**config.mk**
```make
export PLATFORM = sky130hd
export DESIGN_NAME = sbqm_teller_dispatch
export DESIGN_NICKNAME = d
export VERILOG_FILES = /design/src/rtl/sbqm_pkg.sv /design/src/rtl/sbqm_rr_arb.sv /design/src/rtl/sbqm_teller_dispatch.sv
export SDC_FILE = /design/constraint.sdc
export NUM_CORES = 1
export LEC_CHECK = 0
export ABC_AREA = 1
export BUFFER_PORTS_ARGS = -buffer_cell sky130_fd_sc_hd__buf_2
export CORE_UTILIZATION = 45
export CTS_BUF_LIST = sky130_fd_sc_hd__clkbuf_4 sky130_fd_sc_hd__clkbuf_8 sky130_fd_sc_hd__clkbuf_16
export CTS_CLUSTER_DIAMETER = 200
export CTS_CLUSTER_SIZE = 28
export DETAILED_ROUTE_END_ITERATION = 16
export GPL_TIMING_DRIVEN = 0
export RECOVER_POWER = 50
export SYNTH_ARGS = -nofsm -noshare
export SYNTH_HDL_FRONTEND = slang
export SYNTH_SLANG_ARGS = --single-unit
```
**constraint.sdc**
```tcl
create_clock -name clk -period 3.5 [get_ports clk]
set_input_delay 0.35 -clock clk [delete_from_list [all_inputs] [get_ports clk]]
set_output_delay 0.35 -clock clk [all_outputs]
set_load 0.03 [all_outputs]
```
**src/rtl/sbqm_pkg.sv**
```systemverilog
// Shared definitions for the SBqM teller dispatcher.
//   teller_state_t : per-teller lifecycle (IDLE -> CALL -> SERVE -> IDLE)
//   T_MAX          : number of physical tellers
//   HOLDOFF_CYC    : cycles after a grant during which no new grant issues
//   TICKET_WRAP_TO : ticket value issued after the all-ones ticket
//   sat_inc8       : saturating 8-bit increment used by the event counters
package sbqm_pkg;

  typedef enum logic [1:0] {
    IDLE  = 2'd0,
    CALL  = 2'd1,
    SERVE = 2'd2
  } teller_state_t;

  localparam int unsigned T_MAX          = 3;
  localparam int unsigned HOLDOFF_CYC    = 2;
  localparam int unsigned TICKET_WRAP_TO = 1;

  function automatic logic [7:0] sat_inc8(input logic [7:0] v);
    return (v == 8'hFF) ? v : v + 8'd1;
  endfunction

endpackage

```
**src/rtl/sbqm_rr_arb.sv**
```systemverilog
// Round-robin arbiter with one-hot grant and a last-grant pointer.
//   clk, rst   : clock, asynchronous active-low reset
//   req        : request vector, one bit per teller
//   en         : grants are only issued while en is high
//   gnt        : one-hot grant (combinational)
//   gnt_idx    : index of the granted requester
//   gnt_valid  : a grant is issued this cycle
// Search starts at the index after the last grant; after reset the pointer
// sits at WIDTH-1 so requester 0 has top priority. Supports WIDTH <= 4.
module sbqm_rr_arb #(
  parameter int unsigned WIDTH = 3
) (
  input  logic             clk,
  input  logic             rst,
  input  logic [WIDTH-1:0] req,
  input  logic             en,
  output logic [WIDTH-1:0] gnt,
  output logic [1:0]       gnt_idx,
  output logic             gnt_valid
);

  logic [1:0] last;
  logic [1:0] cand;

  always_comb begin
    gnt       = '0;
    gnt_idx   = '0;
    gnt_valid = 1'b0;
    cand      = '0;
    if (en) begin
      for (int unsigned off = 1; off <= WIDTH; off++) begin
        cand = 2'((32'(last) + off) % WIDTH);
        if (!gnt_valid && req[cand]) begin
          gnt_valid = 1'b1;
          gnt_idx   = cand;
          gnt[cand] = 1'b1;
        end
      end
    end
  end

  always_ff @(posedge clk or negedge rst) begin
    if (!rst) begin
      last <= 2'(WIDTH - 1);
    end else if (gnt_valid) begin
      last <= gnt_idx;
    end
  end

endmodule

```
**src/rtl/sbqm_teller_dispatch.sv**
```systemverilog
// Teller-side dispatcher for the SBqM queue manager. Calls the next queued
// client to a free teller, pulses leave_n back into SBqM and tracks each
// teller through CALL / SERVE / no-show.
//   clk, rst        : clock, asynchronous active-low reset
//   pcount          : clients queued (from SBqM)
//   empty_flag      : SBqM empty flag
//   tcount          : enabled tellers (0..tcount-1)
//   client_arrived  : per-teller pulse, called client reached the counter
//   teller_done     : per-teller pulse, service finished
//   leave_n         : active-low one-cycle pulse to SBqM PhotocellLeave
//   call_valid      : one-cycle strobe for a new call
//   call_teller     : teller of the most recent call
//   call_ticket     : ticket of the most recent call (never 0 once issued)
//   teller_busy     : teller i in CALL or SERVE
//   no_show_count   : saturating count of timed-out calls
// Optional build macro SBQM_SVC_STATS_EN adds:
//   served_count    : saturating count of completed services
//   max_service     : longest SERVE duration in cycles (saturating)
module sbqm_teller_dispatch
  import sbqm_pkg::*;
#(
  parameter int unsigned N            = 3,
  parameter int unsigned T_MAX        = sbqm_pkg::T_MAX,
  parameter int unsigned CALL_TIMEOUT = 8,
  parameter int unsigned TICKET_W     = 8
) (
  input  logic                clk,
  input  logic                rst,
  input  logic [N-1:0]        pcount,
  input  logic                empty_flag,
  input  logic [1:0]          tcount,
  input  logic [T_MAX-1:0]    client_arrived,
  input  logic [T_MAX-1:0]    teller_done,
  output logic                leave_n,
  output logic                call_valid,
  output logic [1:0]          call_teller,
  output logic [TICKET_W-1:0] call_ticket,
  output logic [T_MAX-1:0]    teller_busy,
  output logic [7:0]          no_show_count
`ifdef SBQM_SVC_STATS_EN
  ,
  output logic [7:0]          served_count,
  output logic [7:0]          max_service
`endif
);

  localparam int unsigned TW = $clog2(CALL_TIMEOUT + 1);
  localparam int unsigned HW = $clog2(HOLDOFF_CYC + 1);

  teller_state_t     state    [T_MAX];
  teller_state_t     state_nx [T_MAX];
  logic [TW-1:0]     timer    [T_MAX];
  logic [TW-1:0]     timer_nx [T_MAX];
  logic [T_MAX-1:0]  req;
  logic [T_MAX-1:0]  gnt;
  logic [1:0]        gnt_idx;
  logic              gnt_valid;
  logic              grant_ok;
  logic [HW-1:0]     holdoff;
  logic [TICKET_W-1:0] next_ticket;
  logic [7:0]        nsc_nx;

  assign grant_ok = (pcount != '0) && !empty_flag && (holdoff == '0);

  always_comb begin
    req         = '0;
    teller_busy = '0;
    for (int unsigned i = 0; i < T_MAX; i++) begin
      req[i]         = (state[i] == IDLE) && (i < 32'(tcount));
      teller_busy[i] = (state[i] != IDLE);
    end
  end

  sbqm_rr_arb #(
    .WIDTH(T_MAX)
  ) u_arb (
    .clk      (clk),
    .rst      (rst),
    .req      (req),
    .en       (grant_ok),
    .gnt      (gnt),
    .gnt_idx  (gnt_idx),
    .gnt_valid(gnt_valid)
  );

  // The call window is CALL_TIMEOUT cycles: the cycle in which the timer
  // would reach 0 is the last chance to arrive, and arrival wins over it.
  always_comb begin
    nsc_nx = no_show_count;
    for (int unsigned i = 0; i < T_MAX; i++) begin
      state_nx[i] = state[i];
      timer_nx[i] = timer[i];
      case (state[i])
        IDLE: begin
          if (gnt[i]) begin
            state_nx[i] = CALL;
            timer_nx[i] = TW'(CALL_TIMEOUT);
          end
        end
        CALL: begin
          if (client_arrived[i]) begin
            state_nx[i] = SERVE;
          end else if (timer[i] <= TW'(1)) begin
            state_nx[i] = IDLE;
            timer_nx[i] = '0;
            nsc_nx      = sat_inc8(nsc_nx);
          end else begin
            timer_nx[i] = timer[i] - TW'(1);
          end
        end
        SERVE: begin
          if (teller_done[i]) state_nx[i] = IDLE;
        end
        default: state_nx[i] = IDLE;
      endcase
    end
  end

  always_ff @(posedge clk or negedge rst) begin
    if (!rst) begin
      for (int unsigned i = 0; i < T_MAX; i++) begin
        state[i] <= IDLE;
        timer[i] <= '0;
      end
    end else begin
      for (int unsigned i = 0; i < T_MAX; i++) begin
        state[i] <= state_nx[i];
        timer[i] <= timer_nx[i];
      end
    end
  end

  always_ff @(posedge clk or negedge rst) begin
    if (!rst) begin
      leave_n       <= 1'b1;
      call_valid    <= 1'b0;
      call_teller   <= '0;
      call_ticket   <= '0;
      next_ticket   <= TICKET_W'(TICKET_WRAP_TO);
      holdoff       <= '0;
      no_show_count <= '0;
    end else begin
      leave_n       <= !gnt_valid;
      call_valid    <= gnt_valid;
      no_show_count <= nsc_nx;
      if (gnt_valid) begin
        call_teller <= gnt_idx;
        call_ticket <= next_ticket;
        next_ticket <= (next_ticket == '1) ? TICKET_W'(TICKET_WRAP_TO)
                                           : next_ticket + TICKET_W'(1);
        holdoff     <= HW'(HOLDOFF_CYC);
      end else if (holdoff != '0) begin
        holdoff <= holdoff - HW'(1);
      end
    end
  end

`ifdef SBQM_SVC_STATS_EN
  // svc_cyc counts SERVE cycles already elapsed, so the duration reported
  // on the done cycle is svc_cyc + 1.
  logic [7:0]       svc_cyc [T_MAX];
  logic [T_MAX-1:0] done_evt;
  logic [7:0]       served_nx;
  logic [7:0]       max_nx;
  logic [7:0]       dur;

  always_comb begin
    served_nx = served_count;
    max_nx    = max_service;
    dur       = '0;
    done_evt  = '0;
    for (int unsigned i = 0; i < T_MAX; i++) begin
      done_evt[i] = (state[i] == SERVE) && teller_done[i];
      dur         = sat_inc8(svc_cyc[i]);
      if (done_evt[i]) begin
        served_nx = sat_inc8(served_nx);
        if (dur > max_nx) max_nx = dur;
      end
    end
  end

  always_ff @(posedge clk or negedge rst) begin
    if (!rst) begin
      served_count <= '0;
      max_service  <= '0;
      for (int unsigned i = 0; i < T_MAX; i++) svc_cyc[i] <= '0;
    end else begin
      served_count <= served_nx;
      max_service  <= max_nx;
      for (int unsigned i = 0; i < T_MAX; i++) begin
        svc_cyc[i] <= ((state[i] == SERVE) && !done_evt[i]) ? sat_inc8(svc_cyc[i]) : '0;
      end
    end
  end
`endif

endmodule

```
==> results of run 1 <==
synth_stat cells (2+ instances only):
library cell / number
buf_4: 2
o21ai_0: 43
nand4_1: 19
nor2_8: 2
nand3_2: 3
ha_1: 15
nor2_1: 31
nor4_1: 3
xor2_1: 5
nand3_4: 3
o22ai_1: 4
nand2_4: 2
nand2_1: 82
nor3_1: 10
nand2_2: 16
clkbuf_1: 2
or2_2: 2
nand3b_1: 2
dfstp_2: 3
inv_2: 5
dfrtp_1: 46
a31oi_1: 2
nand3_1: 37
nor2_2: 5
nor2_4: 5
a21oi_1: 8
inv_1: 73
worst paths after layout:
path / startpoint / to / slack [ns] / depth (start not counted)
worst max register to register: timer[8] / no_show_count[3] / 0.30 / 26
worst min-delay path: teller_done[1] / state[3] / 0.22 / 2
worst min register to register: state[2] / state[3] / 0.46 / 1
worst max-delay path: timer[8] / no_show_count[3] / 0.30 / 26
max in group asynchronous: rst / next_ticket[3] / 1.16 / 1
min in group asynchronous: rst / no_show_count[0] / 0.85 / 1
critical path, delay by kind of cell, from the launching register on:
family | cells | cell delay (ns)
fa+ha+maj | 3 | 0.59
buf+inv | 5 | 0.39
simple gates | 18 | 1.69
flops | 1 | 0.40
through the flow:
stage / cells / utilization (%)
6_report: 588 / 52.5
5_1_grt: 588 / 52.5
2_1_floorplan: 443 / -
3_3_place_gp: 578 / 50.7
4_1_cts: 586 / 52.3
3_5_place_dp: 578 / 50.7
cell families (layout without fill, tap and decap cells):
kind of cell	after synthesis	count (layout)	share of synthesized area [%]
compound gates	62	62	9.90
xor+xnor	7	7	2.05
fa+ha+maj	15	15	5.60
buf+inv	85	131	10.3
flops	49	49	36.7
mux	1	1	0.336
simple gates	224	224	35.1
flip-flops by register name (all words and copies together), names as in the netlist:
register and flops:
next_ticket 8, holdoff 2, u_arb.last 1, no_show_count 8, call_ticket 8, timer 12, leave_n 1, state 6
call_teller 2, call_valid 1
layer usage:
layer  global-route usage, %  vias up
met1                    24.5     1329
li1                        -     1531
met5                       0        -
met3                    3.26       12
met4                    6.30        0
met2                    34.3       33
power by group through the flow:
stage	registers, uW	clock network, uW	logic, uW
CTS	954	436	1650
global route	986	461	1870
detailed placement	965	0	1640
global placement	959	0	1610
floorplan	1110	0	1100
finish	954	421	1660
layout make-up:
| type | count | area, um^2 | share of cell area (%) |
|---|---|---|---|
| Inverter | 79 | 297 | 7.82 |
| Sequential cell | 49 | 1230 | 32.4 |
| Tap cell | 99 | 124 | 3.27 |
| Multi-Input combinational cell | 309 | 1790 | 47.3 |
| Buffer | 6 | 48.8 | 1.29 |
| Timing Repair Buffer | 38 | 184 | 4.85 |
| Clock inverter | 2 | 38.8 | 1.02 |
| Clock buffer | 6 | 76.3 | 2.01 |
repair_timing:
item / in CTS / in global routing
setup buffers: 0 / 2
endpoints found under the setup margin: 0 / 6
resized for setup: 0 / 5
==> run metrics, run 1 <==
Mapped Cells=443; kind of critical path=register to register; Root Driver=clkbuf_8; ANT nets after route=0; initial drt markers=91; io pins=37; crit end category=register; Overflow after GRT=0; nets=around 520; number of hold violations in the final report=0; sw frac=around 49%; Fin Setup TNS=0 ns; fraction of layout cells with a size suffix above 1=between 10% and 20%; I/O Buffers=36; maximum vdd drop=0.349 mV; Num Clock Sinks=between 40 and 50; cell area after layout=3790 um^2; Slew Viols, Final=50; YS warnings=0; number of antenna violations at the first check in global routing=0; crit path DAT=3.40 ns; top sig layer=met4; P per Cell Area=between 700 and 800 nW/um^2; Detailed Routing Iterations Pass 1=4; diodes inserted=0; vias per cell=4.94; register area share after synthesis=36.7%; gr usage total=between 10% and 20%; GPL Wtd Cong=between 0.7 and 0.8; slowest stage delay, CP=around 0.4 ns; met1 WL=approximately 3400 um; Cell Area, Placed=3650 um^2; most common cell after layout, fill and taps aside=nand2_1; Reg power frac=31.5%; setup-violating endpoint count in the final report=0; total power=about 3000 uW; leakage power=about 0.0019 uW; CP most frequent cell=nand2_1; largest net degree at the start of global routing=50; post-synth cell types=40; Crit Path Max Fanout=10; post-DP HPWL=between 5000 and 6000 um; worst slew pin tran=roughly 2.6 ns; Setup WS post-layout=0.301 ns; ranking of synthesized cells by area=dfrtp_1 34%, nand2_1 9.2%, inv_1 8.2%, o21ai_0 6.4%, ha_1 5.6%; max-cap violations=1; FMAX=0.313 GHz; metal3 WL=approximately 130 um; first-pass GRT wire length=approximately 12000 um; DR vias=2905; syn_nets=around 470; row count=31; failing checks=max-capacitance violations, max-slew violations; CTS Buffer Depth=2; leading cell types in the layout, fill and taps excluded=81 x nand2_1, 72 x inv_1, 46 x dfrtp_1; core area=7210 um^2; async set-reset flop share out of synthesis=100%; startpoint types=register; number of buffers created by CTS=5; Pint=1540 uW; syn avg cell area=7.56 um^2; number of synthesized flops with an enable pin=0; die boundary height=~90 um; Post-route DRC=0; Seq cells post-synth=between 40 and 50; dominant synthesized flop cell=dfrtp_1; Slew headroom=-74.9%; Clk pin slew, worst setup/hold paths=0.10 ns; CTS tree=done; final hold slack=0.222 ns; combinational share of power=54.6%; top-area cell type share of the netlist area=34.4%; vias in the first global route=2729; Yosys top cell by area=dfrtp_1; RSZ-0062 raised after global routing=no; FILL cells=between 700 and 800; crit share post-route=between 90 and 100%; Clock Latency Late Sink=around 0.31 ns; worst slack at placement=slightly above 0.2 ns; Crit-path slowest cell=dfrtp_1; Hold Crit Class=input pin to register; outcome=complete, but fails checks; final WL=about 7000 um; synthesized cell area=3350 um^2; initial core utilization=between 40% and 50%; met2 wire length=between 3000 and 4000 um; # H-tree levels=2; Final Critical Period=~3.2 ns; Worst Skew=0.00873 ns; wire per inst=between 10 and 15 um; synth-to-layout area growth=13.1%; Post-CTS Hold Buffers=0; Worst Path Required=3.70 ns; NetSw=1490 uW; die width=around 88 um; die area=7800 um^2; clock share of power=around 14%
Note: power is estimated with default switching activity, not from simulation.
==> inputs of run 2 (changes only) <==
--- a/config.mk
+++ b/config.mk
@@ -13,6 +13,7 @@
 export CTS_CLUSTER_SIZE = 28
 export DETAILED_ROUTE_END_ITERATION = 16
 export GPL_TIMING_DRIVEN = 0
+export PLACE_DENSITY = 0.66
 export RECOVER_POWER = 50
 export SYNTH_ARGS = -nofsm -noshare
 export SYNTH_HDL_FRONTEND = slang
==> constraint.sdc (replaced) <==
create_clock -name clk -period 2.7 [get_ports clk]
set_input_delay 0.27 -clock clk [delete_from_list [all_inputs] [get_ports clk]]
set_output_delay 0.27 -clock clk [all_outputs]
set_load 0.03 [all_outputs]
==> run 2 against run 1 <==
Against the previous run: the flow finishes with violations (negative setup slack); total power increased by 40%; core utilization increased by 4.8 points; wire length increased by 6.4%; critical endpoint unchanged; die area unchanged; highest routed layer unchanged; cell count increased by 3.7%.
==> run metrics, run 2 (synthesis results as in run 1) <==
Worst Hold Path EP=state[1]; leading cell types in the layout, fill and taps excluded=72 x nand2_1, 70 x inv_1, 44 x dfrtp_1; Setup WS post-layout=-0.154 ns (-0.455 ns); combinational share of power=59.6% (+5.0 points); number of buffers created by CTS=5 (unchanged); placed insts=578 (unchanged); failing checks=negative setup slack; vias in the first global route=2852 (+4.5%); first-pass GRT wire length=12500 um (+5.4%); Clk pin slew, worst setup/hold paths=0.10 ns (about the same); Top reg by flops=timer; worst slack at placement=-0.441 ns (-0.649 ns); FILL cells=677 (-9.6%); Final Critical Period=2.85 ns (-0.345 ns); # H-tree levels=2 (unchanged); diodes inserted=0 (unchanged); Finished Layout Cells=610 (+3.7%); most common cell after layout, fill and taps aside=nand2_1; max-cap violations=0 (-1); wire per inst=12.2 um (+2.6%); Worst Path Required=2.91 ns (-0.79 ns); min-delay src=teller_done[2]; post-DP HPWL=5400 um (+0.14%); CTS Buffer Depth=2 (unchanged); startpoint types=register; Clock Latency Late Sink=0.31 ns (about the same); Detailed Routing Iterations Pass 1=4 (unchanged); maximum vdd drop=0.482 mV (+38%); RSZ-0062 raised after global routing=yes; crit path DAT=3.07 ns (-0.33 ns); Post-route DRC=0 (unchanged); gr usage total=20.4% (+0.85 points); Fin Setup TNS=-0.956 ns (-0.956 ns); Pint=2130 uW (+38%); die area=7800 um^2 (unchanged); total power=4230 uW (+40%); cells on worst reg2reg path=26 (unchanged); Worst R2R End=no_show_count[3]; die boundary height=88.3 um (unchanged); Overflow after GRT=0 (unchanged); sw frac=49.6% (+0.51 points); FMAX=0.350 GHz (+12%); core area=7210 um^2 (unchanged); number of antenna violations at the first check in global routing=0 (unchanged); die width=88.3 um (unchanged); setup-violating endpoint count in the final report=8 (+8); synth-to-layout area growth=23.4%; Crit Path Max Fanout=6 (-4); CTS tree=done; Reg-to-Reg Start=timer[8]; Worst Skew=0.00898 ns (+0.000254 ns); Post-CTS Hold Buffers=0 (unchanged); Root Driver=clkbuf_8; leakage power=0.00201 uW (+8.2%); initial drt markers=104 (+14%); final WL=7450 um (+6.4%); outcome=complete, but fails checks; nets=539 (+4.3%); ANT nets after route=0 (unchanged); crit share post-route=106% (+14 points); io pins=37 (unchanged); fraction of layout cells with a size suffix above 1=28.6% (+9.3 points); number of cells on the worst hold path=2 (unchanged); Slew headroom=17.8% (+93 points); kind of critical path=register to register; crit end category=register; I/O Buffers=36 (unchanged); row count=31 (unchanged); Largest register FFs=12 (unchanged); number of hold violations in the final report=0 (unchanged); vias per cell=5.06 (+2.4%); NetSw=2100 uW (+41%); P per Cell Area=1020 nW/um^2 (+28%); GPL Wtd Cong=0.857 (+8.8%); initial core utilization=46.4% (unchanged); DR vias=3087 (+6.3%); Reg power frac=29.4% (-2.1 points); Num Clock Sinks=49 (unchanged); Slew Viols, Final=0 (-100%); largest net degree at the start of global routing=50 (unchanged); R2R Setup Slk=-0.15 ns (-0.45 ns); worst slew pin tran=1.23 ns (-1.39 ns); Hold Crit Class=input pin to register; clock share of power=11.1% (-2.8 points)
-- run 2: cell types whose count changed in the layout (fill, tap and decap cells not counted), moves of 4 or more --
| cell | change |
|---|---|
| nand3_2 | +4 |
| nand3_1 | -5 |
| ha_4 | +4 |
| buf_2 | +4 |
| clkbuf_1 | -5 |
| nand2_1 | -9 |
| nand2_4 | +6 |
| buf_4 | +21 |
-- run 2: how the worst max path moves through the flow --
stage	start	to	slack (ns)	depth (start not counted)
finish	timer[8]	no_show_count[3]	-0.15	26
floorplan	timer[9]	no_show_count[3]	-0.13	26
global placement	timer[9]	no_show_count[3]	-0.39	26
CTS	timer[8]	no_show_count[3]	-0.09	26
global route	timer[8]	no_show_count[3]	-0.32	26
detailed placement	timer[9]	no_show_count[3]	-0.44	26
-- run 2: area by class of cell --
type | instances | area (um^2) | share of cell area, %
tap | 99 | 124 | 3.00
clock inverter | 3 | 25.0 | 0.605
sequential | 49 | 1230 | 29.8
clock buffer | 5 | 68.8 | 1.66
multi-input combinational | 309 | 1970 | 47.6
timing repair buffer | 60 | 368 | 8.90
inverter | 79 | 302 | 7.29
buffer | 6 | 48.8 | 1.18
-- run 2: power groups by stage --
stage,clock [uW],sequential (uW),combinational [uW]
floorplan,0,1450,1470
global placement,0,1250,2120
detailed placement,0,1260,2170
CTS,481,1240,2430
global route,505,1280,2820
finish,468,1240,2520
-- run 2: worst max-delay path, stage by stage (launching register included) --
cell     delay (ns)
dfrtp_1        0.45
inv_2          0.10
ha_4           0.13
inv_2          0.03
nand2_2        0.07
nand2_4        0.07
nor2_8         0.10
buf_8          0.13
nand2_4        0.05
nand2_2        0.06
nand2_2        0.07
ha_4           0.17
nand2_4        0.08
inv_4          0.04
nand2_4        0.06
nor2_4         0.05
nor2_4         0.15
nand2_1        0.08
nand2_2        0.10
ha_4           0.15
nand3_4        0.06
nor2_4         0.19
nand3_4        0.13
nand3_2        0.09
nand2_1        0.05
nand2_1        0.05
inv_1          0.04
-- run 2: metal layers --
| metal | share of wire [%] | vias to the layer above | GRT usage, % |
|---|---|---|---|
| met2 | 52 | 40 | 36.9 |
| met5 | 0 | - | 0 |
| met1 | 46 | 1458 | 25.4 |
| met3 | 1.7 | 7 | 2.71 |
| li1 | - | 1582 | - |
| met4 | 1.1 | 0 | 5.57 |
-- run 2: per-stage QoR --
step	area [um^2]	hold WS, ns	utilization, %
floorplan	3400	-0.0256	-
global placement	3710	0.443	51.4
detailed placement	3710	0.457	51.4
CTS	4040	0.126	56.0
global route	4140	0.136	57.3
finish	4140	0.136	57.3
-- run 2: repair_timing --
item / 4_1_cts / 5_1_grt
cloned: 0 / 0
setup endpoints to repair: 8 / 19
setup buffers: 17 / 7
pin swaps: 20 / 18
gates resized for setup: 20 / 14
